### src/rtl/phase_loop_pkg.sv
// Shared definitions for the phase-modulation loop: state encoding,
// default accumulator width and 32-bit saturation.
package phase_loop_pkg;

  localparam int ACC_WIDTH_DEF = 48;
  localparam int SAT_IN_W      = 128;

  typedef enum logic [1:0] {
    ST_IDLE = 2'd0,
    ST_HIGH = 2'd1,
    ST_LOW  = 2'd2
  } state_t;

  // Caller sign-extends its wide result to SAT_IN_W before clamping.
  function automatic logic signed [31:0] sat32(input logic signed [SAT_IN_W-1:0] v);
    if (v > 128'sd2147483647)
      return 32'sh7fffffff;
    else if (v < -128'sd2147483648)
      return 32'sh80000000;
    else
      return v[31:0];
  endfunction

endpackage

### src/rtl/demod_err_pipe.sv
// Error pipeline: captures the half-period sums, forms sum_H - sum_L - offset,
// saturates to 32 bits and issues the delayed ramp-accumulate strobe.
module demod_err_pipe
  import phase_loop_pkg::*;
#(
  parameter int ACC_WIDTH = ACC_WIDTH_DEF
) (
  input  logic                        i_clk,
  input  logic                        i_rst,
  input  logic                        i_cap,
  input  logic signed [ACC_WIDTH-1:0] i_sum_h,
  input  logic signed [ACC_WIDTH-1:0] i_sum_l,
  input  logic signed [31:0]          i_offset,
  output logic signed [31:0]          o_step,
  output logic                        o_step_valid,
  output logic                        o_trig
);

  localparam int DIFF_W = ACC_WIDTH + 2;

  logic signed [ACC_WIDTH-1:0] r_sum_h_p0;
  logic signed [ACC_WIDTH-1:0] r_sum_l_p0;
  logic signed [31:0]          r_off_p0;
  logic                        r_vld_p0;
  logic signed [31:0]          r_step_p1;
  logic                        r_vld_p1;
  logic                        r_trig_p2;
  logic signed [DIFF_W-1:0]    w_diff_p0;

  assign w_diff_p0 = DIFF_W'(r_sum_h_p0) - DIFF_W'(r_sum_l_p0) - DIFF_W'(r_off_p0);

  always_ff @(posedge i_clk or posedge i_rst) begin
    if (i_rst) begin
      r_sum_h_p0 <= '0;
      r_sum_l_p0 <= '0;
      r_off_p0   <= '0;
      r_vld_p0   <= 1'b0;
      r_step_p1  <= '0;
      r_vld_p1   <= 1'b0;
      r_trig_p2  <= 1'b0;
    end else begin
      // p0: capture the completed period's sums and its offset
      r_vld_p0 <= i_cap;
      if (i_cap) begin
        r_sum_h_p0 <= i_sum_h;
        r_sum_l_p0 <= i_sum_l;
        r_off_p0   <= i_offset;
      end
      // p1: subtract and saturate; the step holds between updates
      r_vld_p1 <= r_vld_p0;
      if (r_vld_p0)
        r_step_p1 <= sat32(SAT_IN_W'(w_diff_p0));
      // p2: ramp strobe follows the step by one clock
      r_trig_p2 <= r_vld_p1;
    end
  end

  assign o_step       = r_step_p1;
  assign o_step_valid = r_vld_p1;
  assign o_trig       = r_trig_p2;

endmodule

### src/rtl/phase_demod_step_gen.sv
// Square-wave phase modulator with synchronous demodulation: alternates
// amp_H/amp_L every F clocks and turns each full period into a ramp step.
module phase_demod_step_gen
  import phase_loop_pkg::*;
#(
  parameter int ADC_WIDTH = 14,
  parameter int ACC_WIDTH = ACC_WIDTH_DEF
) (
  input  logic                        i_clk,
  input  logic                        i_rst,
  input  logic                        i_en,
  input  logic signed [ADC_WIDTH-1:0] i_adc_data,
  input  logic                        i_adc_valid,
  input  logic [31:0]                 i_freq,
  input  logic [31:0]                 i_wait_cnt,
  input  logic signed [31:0]          i_amp_H,
  input  logic signed [31:0]          i_amp_L,
  input  logic signed [31:0]          i_err_offset,
  output logic signed [31:0]          o_mod,
  output logic                        o_mod_trig,
  output logic signed [31:0]          o_step,
  output logic                        o_step_valid,
  output logic [1:0]                  o_state
);

  state_t                      r_state;
  state_t                      w_state_nxt;
  logic                        r_armed;
  logic [31:0]                 r_cnt;
  logic [31:0]                 r_f;
  logic [31:0]                 r_w;
  logic signed [31:0]          r_amp_h;
  logic signed [31:0]          r_amp_l;
  logic signed [31:0]          r_off;
  logic signed [31:0]          r_mod;
  logic signed [ACC_WIDTH-1:0] r_sum_h;
  logic signed [ACC_WIDTH-1:0] r_sum_l;

  logic                        w_last;
  logic                        w_take;
  logic                        w_enter_high;
  logic                        w_enter_low;
  logic                        w_cap;
  logic [31:0]                 w_f_new;
  logic signed [ACC_WIDTH-1:0] w_sample;
  logic signed [ACC_WIDTH-1:0] w_sum_h_nxt;
  logic signed [ACC_WIDTH-1:0] w_sum_l_nxt;

  assign w_f_new  = (i_freq < 32'd2) ? 32'd2 : i_freq;
  assign w_last   = (r_cnt == (r_f - 32'd1));
  assign w_take   = i_adc_valid && (r_cnt >= r_w);
  assign w_sample = ACC_WIDTH'(i_adc_data);

  // The sample on a half's final clock still lands in that half's sum.
  assign w_sum_h_nxt = (r_state == ST_HIGH && w_take) ? r_sum_h + w_sample : r_sum_h;
  assign w_sum_l_nxt = (r_state == ST_LOW  && w_take) ? r_sum_l + w_sample : r_sum_l;

  always_comb begin
    w_state_nxt = r_state;
    case (r_state)
      ST_IDLE: if (i_en && r_armed) w_state_nxt = ST_HIGH;
      ST_HIGH: if (w_last)          w_state_nxt = ST_LOW;
      ST_LOW:  if (w_last)          w_state_nxt = ST_HIGH;
      default:                      w_state_nxt = ST_IDLE;
    endcase
    if (!i_en)
      w_state_nxt = ST_IDLE;
  end

  assign w_enter_high = (w_state_nxt == ST_HIGH) && (r_state != ST_HIGH);
  assign w_enter_low  = (w_state_nxt == ST_LOW)  && (r_state != ST_LOW);
  assign w_cap        = (r_state == ST_LOW) && w_last;

  // r_armed keeps the first HIGH entry at least two clocks after reset release.
  always_ff @(posedge i_clk or posedge i_rst) begin
    if (i_rst) begin
      r_state <= ST_IDLE;
      r_armed <= 1'b0;
      r_cnt   <= '0;
      r_f     <= '0;
      r_w     <= '0;
      r_amp_h <= '0;
      r_amp_l <= '0;
      r_off   <= '0;
      r_mod   <= '0;
      r_sum_h <= '0;
      r_sum_l <= '0;
    end else begin
      r_armed <= 1'b1;
      r_state <= w_state_nxt;
      if (w_enter_high) begin
        r_f     <= w_f_new;
        r_w     <= i_wait_cnt;
        r_amp_h <= i_amp_H;
        r_amp_l <= i_amp_L;
        r_off   <= i_err_offset;
      end
      if (w_enter_high || w_enter_low || w_state_nxt == ST_IDLE)
        r_cnt <= '0;
      else
        r_cnt <= r_cnt + 32'd1;
      if (w_enter_high || w_state_nxt == ST_IDLE) begin
        r_sum_h <= '0;
        r_sum_l <= '0;
      end else begin
        r_sum_h <= w_sum_h_nxt;
        r_sum_l <= w_sum_l_nxt;
      end
      case (w_state_nxt)
        ST_HIGH: r_mod <= w_enter_high ? i_amp_H : r_amp_h;
        ST_LOW:  r_mod <= r_amp_l;
        default: r_mod <= '0;
      endcase
    end
  end

  demod_err_pipe #(
    .ACC_WIDTH (ACC_WIDTH)
  ) u_err_pipe (
    .i_clk        (i_clk),
    .i_rst        (i_rst),
    .i_cap        (w_cap),
    .i_sum_h      (w_sum_h_nxt),
    .i_sum_l      (w_sum_l_nxt),
    .i_offset     (r_off),
    .o_step       (o_step),
    .o_step_valid (o_step_valid),
    .o_trig       (o_mod_trig)
  );

  assign o_mod   = r_mod;
  assign o_state = r_state;

endmodule

### config.mk
export PLATFORM = sky130hd
export DESIGN_NAME = phase_demod_step_gen
export DESIGN_NICKNAME = d
export VERILOG_FILES = /design/src/rtl/phase_loop_pkg.sv /design/src/rtl/demod_err_pipe.sv /design/src/rtl/phase_demod_step_gen.sv
export SDC_FILE = /design/constraint.sdc
export NUM_CORES = 1
export LEC_CHECK = 0
export ABC_AREA = 1
export CAP_MARGIN = 20
export CORE_MARGIN = 10
export CORE_UTILIZATION = 40
export DETAILED_ROUTE_END_ITERATION = 10
export HOLD_SLACK_MARGIN = 0.05
export PLACE_DENSITY = 0.63
export SYNTH_ARGS = -nofsm -noshare
export SYNTH_HDL_FRONTEND = slang
export SYNTH_SLANG_ARGS = --single-unit
### constraint.sdc
create_clock -name i_clk -period 20.5 [get_ports i_clk]
set_input_delay 5.125 -clock i_clk [delete_from_list [all_inputs] [get_ports i_clk]]
set_output_delay 5.125 -clock i_clk [all_outputs]
set_load 0.02 [all_outputs]
* Word-level counts from Yosys, hierarchy flattened
Cells that the tools add are included.
** Cells by class
- Add/sub/neg operators :: 6
- Multiply operators :: 0
- Div/mod/pow operators :: 0
- $lt $le $gt $ge :: 4
- Equality and inequality tests :: 7
- Shift operators :: 0
- Muxes and demuxes :: 15
- Bitwise gates (word level) :: 0
- Reduce and logical (&&, ||, !) cells :: 12
** Operator list (count)
- 48-bit two-way mux :: 4
- 32-bit two-way mux :: 5
- 48-bit by 14-bit adder with 48-bit output :: 2
- 32-bit one-hot mux with 2 select lines :: 1
- 50-bit by 32-bit greater-than comparator with 1-bit output (second input constant) :: 1
- 50-bit by 32-bit less-than comparator with 1-bit output (second input constant) :: 1
- 49-bit by 32-bit subtractor with 50-bit output :: 1
- 48-bit by 48-bit subtractor with 49-bit output :: 1
- 32-bit by 1-bit adder with 32-bit output (second input constant) :: 1
- 32-bit == test :: 1
- 32-bit >= comparator :: 1
- 32-bit by 2-bit less-than comparator with 1-bit output (second input constant) :: 1
- 32-bit by 1-bit subtractor with 32-bit output (second input constant) :: 1
- 2-bit two-way mux :: 4
- 1-bit logical AND :: 7
- 2-bit one-hot mux with 3 select lines :: 1
- 2-bit by 1-bit == test with 1-bit output (second input constant) :: 2
- 2-bit == test (second input constant) :: 2
- 2-bit logical NOT :: 2
- 1-bit logical OR :: 3
- 2-bit by 1-bit inequality test with 1-bit output (second input constant) :: 1
- 2-bit inequality test (second input constant) :: 1
** Word-level totals
- Register bits after elaboration :: 486
- Latch bits :: 0
- Memory bits (writable) :: 0
- Memory bits (read-only) :: 0
- Input port bits :: 178
- Output and inout port bits :: 68
- Logic and storage cells :: 62
- Memories kept :: 0

* Depth between registers and ports, before layout
- Depth after elaboration :: 10
- Mapped depth :: 28

* Hierarchy
Synthesis repeated with hierarchy kept, for this count alone.
** Second synthesis, totals
- Cell total of the unflattened synthesis :: 5160
- Area, all modules :: 35102.4 sq um
** Modules (own cells, without submodules)
- phase_demod_step_gen :: instances 1, cells an instance 3581, area an instance 23312.4 sq um, sequential area each 8082.8 sq um
- demod_err_pipe :: instances 1, cells an instance 1579, area an instance 11790.1 sq um, sequential area each 4078.9 sq um

* Worst setup path after synthesis
Ideal clock, no wire load.
- Kind :: in2reg
- Start :: in i_adc_data[0]
- End :: reg u_err_pipe.r_sum_l_p0[22]
- Setup time :: 0.133 ns
- Data arrival time :: 7.136 ns
- Data required time :: 20.367 ns
- Slack :: 13.231 ns
- Stages :: 13
- Cells stage by stage :: ha_1 > fa_1 > nand3_1 > nand2_1 > a21oi_1 > o21ai_0 > a21boi_0 > nor2_1 > o21ai_0 > xor2_1 > nand2_1 > o21ai_0 > o21ai_0
** Between the ends
- Word-level cells in the longest chain between the ends :: 2
** RTL lines
- from (decl) :: RTL line phase_demod_step_gen.sv:12 : input logic signed [ADC_WIDTH-1:0] i_adc_data,
- 48-bit by 14-bit adder with 48-bit output :: RTL line phase_demod_step_gen.sv:56 : assign w_sum_l_nxt = (r_state == ST_LOW && w_take) ? r_sum_l + w_sample : r_sum_l;
- 48-bit two-way mux :: RTL line phase_demod_step_gen.sv:56
- to (signal assigned) :: RTL line demod_err_pipe.sv:46 : r_sum_l_p0 <= i_sum_l;
- to (decl) :: RTL line demod_err_pipe.sv:22 : logic signed [ACC_WIDTH-1:0] r_sum_l_p0;
No other way between the ends.
A chain may end at the register's enable or synchronous reset.

* Worst setup path in the final report
- Start :: in i_en
- End :: reg r_sum_h[36]
** Between the ends
- Word-level cells in the longest chain between the ends :: 8
** RTL lines
- from (decl) :: RTL line phase_demod_step_gen.sv:11 : input logic i_en,
- 1-bit logical AND :: RTL line phase_demod_step_gen.sv:61 : ST_IDLE: if (i_en && r_armed) w_state_nxt = ST_HIGH;
- 2-bit two-way mux :: RTL line phase_demod_step_gen.sv:61
- 2-bit one-hot mux with 3 select lines :: RTL line phase_demod_step_gen.sv:60 : case (r_state)
- 2-bit two-way mux * :: RTL line phase_demod_step_gen.sv:66 : if (!i_en)
- via w_state_nxt[0] :: RTL line phase_demod_step_gen.sv:27 : state_t w_state_nxt;
- 2-bit by 1-bit == test with 1-bit output :: RTL line phase_demod_step_gen.sv:70 : assign w_enter_high = (w_state_nxt == ST_HIGH) && (r_state != ST_HIGH);
- 1-bit logical AND :: RTL line phase_demod_step_gen.sv:70
- 1-bit logical OR * :: RTL line phase_demod_step_gen.sv:102 : if (w_enter_high || w_state_nxt == ST_IDLE) begin
- 48-bit two-way mux * :: RTL line phase_demod_step_gen.sv:102
- to (signal assigned) :: RTL line phase_demod_step_gen.sv:106 : r_sum_h <= w_sum_h_nxt;
- to (decl) :: RTL line phase_demod_step_gen.sv:36 : logic signed [ACC_WIDTH-1:0] r_sum_h;
Mark *: on every way through the listed nets, which the timed path passes. The rest lies on a longest branch.

==> results.md <==
* Root Driver: clkbuf_16
* Syn avg cell area at 6.99 um^2
* GP Congestion at 0.985
* Pwr dens at 61.9 nW/um^2
* Drt total wl at 111,000 um
* Top_reg_cell synth: dfrtp_1
* CP required at 20.96 ns
* WHS Endpoint: u_err_pipe.o_trig
* Layout cells sized above 1 at 0.0345
* Crit Path Category: in -> reg
* Yosys warnings at 0
* Largest net degree at the start of global routing at 125
* R2r worst-path depth at 21
* Register Area at 12,200 um^2
* Io pins at 246
* DR pass1 iterations at 5
* Maximum VDD drop at 0.0000695 V
* Worst path slowest cell: buf_4
* Global route total overflow at 0
* Cell mode on critical path: nor2_1
* Layout area overhead at 16.4%
* HP Class: reg -> reg
* Seq/Total Area, Yosys at 0.365
* Clock-pin slew on the worst setup and hold paths at 0.06 ns
* Family with the most delay on the worst path: buffers and inverters
* Die H at 308 um
* Status: finished clean
* Post-synth cell types at 52
* Post-cts sizing count at 0
* Min Tclk post-route at 8.41 ns
* Post-CTS Setup Repair Bufs at 0
* Worst R2R Setup Slack at 14.41 ns
* Post-DRT Antenna Nets at 0
* Total negative slack at 0 ns
* Site Rows at 105
* Worst setup EP type: flip-flop
* Worst rel slew slack at 0.314
* Synthesized flop and latch total at 486
* Fmax at 119 MHz
* Initial drt markers at 2,300
* Synthesized area at 33,300 um^2
* Via count at 30,600
* CTS Sinks at 486
* Synthesized net count at 5,174
* CTS tree: built
* Cell with the most instances after synthesis: nand2_1
* Vias per cell at 5.02
* Synth Instances at 4,764
* Most frequent cells after synthesis: nand2_1, inv_1, dfrtp_1
* Max_cap viols at 0
* Crit share post-route at 0.410
* CTS Buf Count at 57
* H-tree depth at 2
* HP Start: u_err_pipe.o_step_valid
* DRC Markers at 0
* Clk_lat worst skew at 0.66 ns
* First-pass GRT wire length at 171,000 um
* Worst EP arrival at 8.87 ns
* Leakage at 20.1 nW
* Launch point of the worst reg-to-reg path: r_f[0]
* Post-synth EDFFs at 0
* Die X at 308 um
* RSZ-0062 raised after global routing: false
* Initial antenna violation count at 5
* Worst Skew at 0.0479 ns
* Detailed Place HPWL at 88,000 um
* Drt wl/cell at 18.2 um
* Actual slew at the worst max-slew pin at 1.03 ns
* CP Launch Type: input pin
* Worst-case clock buffer depth at 3
* CTS Hold Bufs at 0
* Initial Util at 0.405
* FFs w/ async S/R, synth at 1.00
* Reg2reg end: r_sum_h[36]
* Crit Path Max Fanout at 124
* WP buf/inv at 5
* Pins Over Slew Limit at 0
* Number of port buffers at 245
* Hold path cells at 0
* CP max stage delay at 0.80 ns
* Tot GR Track Use at 0.229
* Final hold viol count at 0
* Final #Nets at 5,386
* Synth area leader: dfrtp_1
* Core Box Area at 82,200 um^2
* Vias in the first global route at 29,400
* Ranking of synthesized cells by area: dfrtp_1, nand2_1, inv_1
* Setup Viol. Count Final at 0
* Final instance area at 38,700 um^2
* Placed Area at 36,800 um^2
* Fill cells at 8,443
* Post-synth top area share at 0.365
* Crit-path cells: clkdlybuf4s50_1 -> nand2_1 -> nor2_1 -> ha_1 -> buf_4 -> nand2_4 -> inv_6 -> nor2_1 -> inv_2 -> buf_4 -> nor2_1
* Area occupied by multi-input gates at 18,100 um^2
* Die Footprint at 95,200 um^2
## power breakdown
group	switching (W)	leakage, nW	internal (W)	total [W]
clock network	0.000442	0.940	0.000595	0.00104
registers	0.0000392	6.03	0.00102	0.00106
logic	0.000190	13.1	0.000112	0.000302
## how the worst max path moves through the flow
stage                     startpoint          end  slack, ns  depth (start not counted)
after floorplan                i_rst     o_mod[0]       1.81                          1
after global placement          i_en  r_sum_h[22]      11.45                         11
after detailed placement        i_en   r_sum_l[9]      11.38                         11
after CTS                       i_en   r_sum_l[9]      12.09                         11
after global routing            i_en  r_sum_h[43]      11.71                         11
final                           i_en  r_sum_h[36]      12.09                         11
## worst register-to-register path, delay by kind of cell (launching register included)
kind                     cells  cell delay [ns]
AND/OR/NAND/NOR             13             2.52
buffers and inverters        5             2.28
flip-flops                   1             0.41
adder cells (fa/ha/maj)      2             0.40
XOR/XNOR                     1             0.29
## per-layer routing
metal / global-route usage / part of all wire / vias up
li1: - / - / 15400
met1: 0.296 / 0.44 / 14300
met2: 0.393 / 0.48 / 727
met3: 0.0367 / 0.056 / 134
met4: 0.0577 / 0.024 / 10
met5: 0 / 0.00069 / -
## placed cells by master (no fill, tap or decap), types with 4 or more instances in the layout
master           netlist  layout
clkbuf_1              83       8
inv_1                666     665
clkbuf_16              0      57
and2_1                 5       5
nor3_1                44      44
clkinv_2               0       9
nand3b_1               6       6
ha_1                 182     182
o21a_1                 8       8
inv_2                  4       4
clkdlybuf4s50_1        0     244
and3_1                14      14
a21boi_0               9       9
nor2_1               457     456
o21ai_2                8       8
xor2_1               133     133
inv_6                  0       4
o211ai_1               5       5
or2_2                 17      17
a21o_1                 4       4
nand4_1               44      44
a31oi_1               37      37
clkbuf_8               0      15
xnor2_1               37      37
dfrtp_1              486     486
o21ai_0              314     314
nand3_1              122     121
nor4_1                31      31
buf_4                  3      25
o21ai_1               59      59
nand2_1             1615    1614
o21bai_1              15      14
nor2_4                 5       5
clkinvlp_4             0       5
fa_1                  50      50
a21oi_1              236     236
## per-stage QoR
| stage | power (W) | setup slack [ns] | hold slack, ns | util | cells |
|---|---|---|---|---|---|
| after CTS | 0.00242 | 12.09 | 0.379 | 0.471 | 6090 |
| final | 0.00240 | 12.09 | 0.378 | 0.471 | 6093 |
| after global routing | 0.00251 | 11.71 | 0.397 | 0.471 | 6091 |
| after global placement | 0.00137 | 11.45 | 0.361 | 0.447 | 5986 |
| after detailed placement | 0.00138 | 11.38 | 0.366 | 0.447 | 5986 |
| after floorplan | 0.00126 | 1.81 | 0.427 | - | 4764 |
## state kept, by name, summed over array words and instances, names as in the netlist, 48 cells and up
register               cells
r_sum_h                   48
r_sum_l                   48
u_err_pipe.r_sum_l_p0     48
u_err_pipe.r_sum_h_p0     48
## cells by family after synthesis
| family | count (synthesis) | synth area share |
|---|---|---|
| flip-flops | 486 | 0.365 |
| adder cells (fa/ha/maj) | 232 | 0.0985 |
| buffers and inverters | 792 | 0.0920 |
| AND/OR/NAND/NOR | 2376 | 0.286 |
| AO/OA/AOI/OAI | 706 | 0.112 |
| XOR/XNOR | 171 | 0.0452 |
| other | 1 | 0.000113 |
## cell type report
class | count | share of cell area
diodes | 2 | 0.000129
clock buffers | 80 | 0.0429
clock inverters | 24 | 0.00714
well taps | 1070 | 0.0346
repair buffers | 271 | 0.0687
multi-input cells | 3486 | 0.467
flip-flops and latches | 486 | 0.314
inverters | 674 | 0.0657
(Power assumes the default switching activity.)
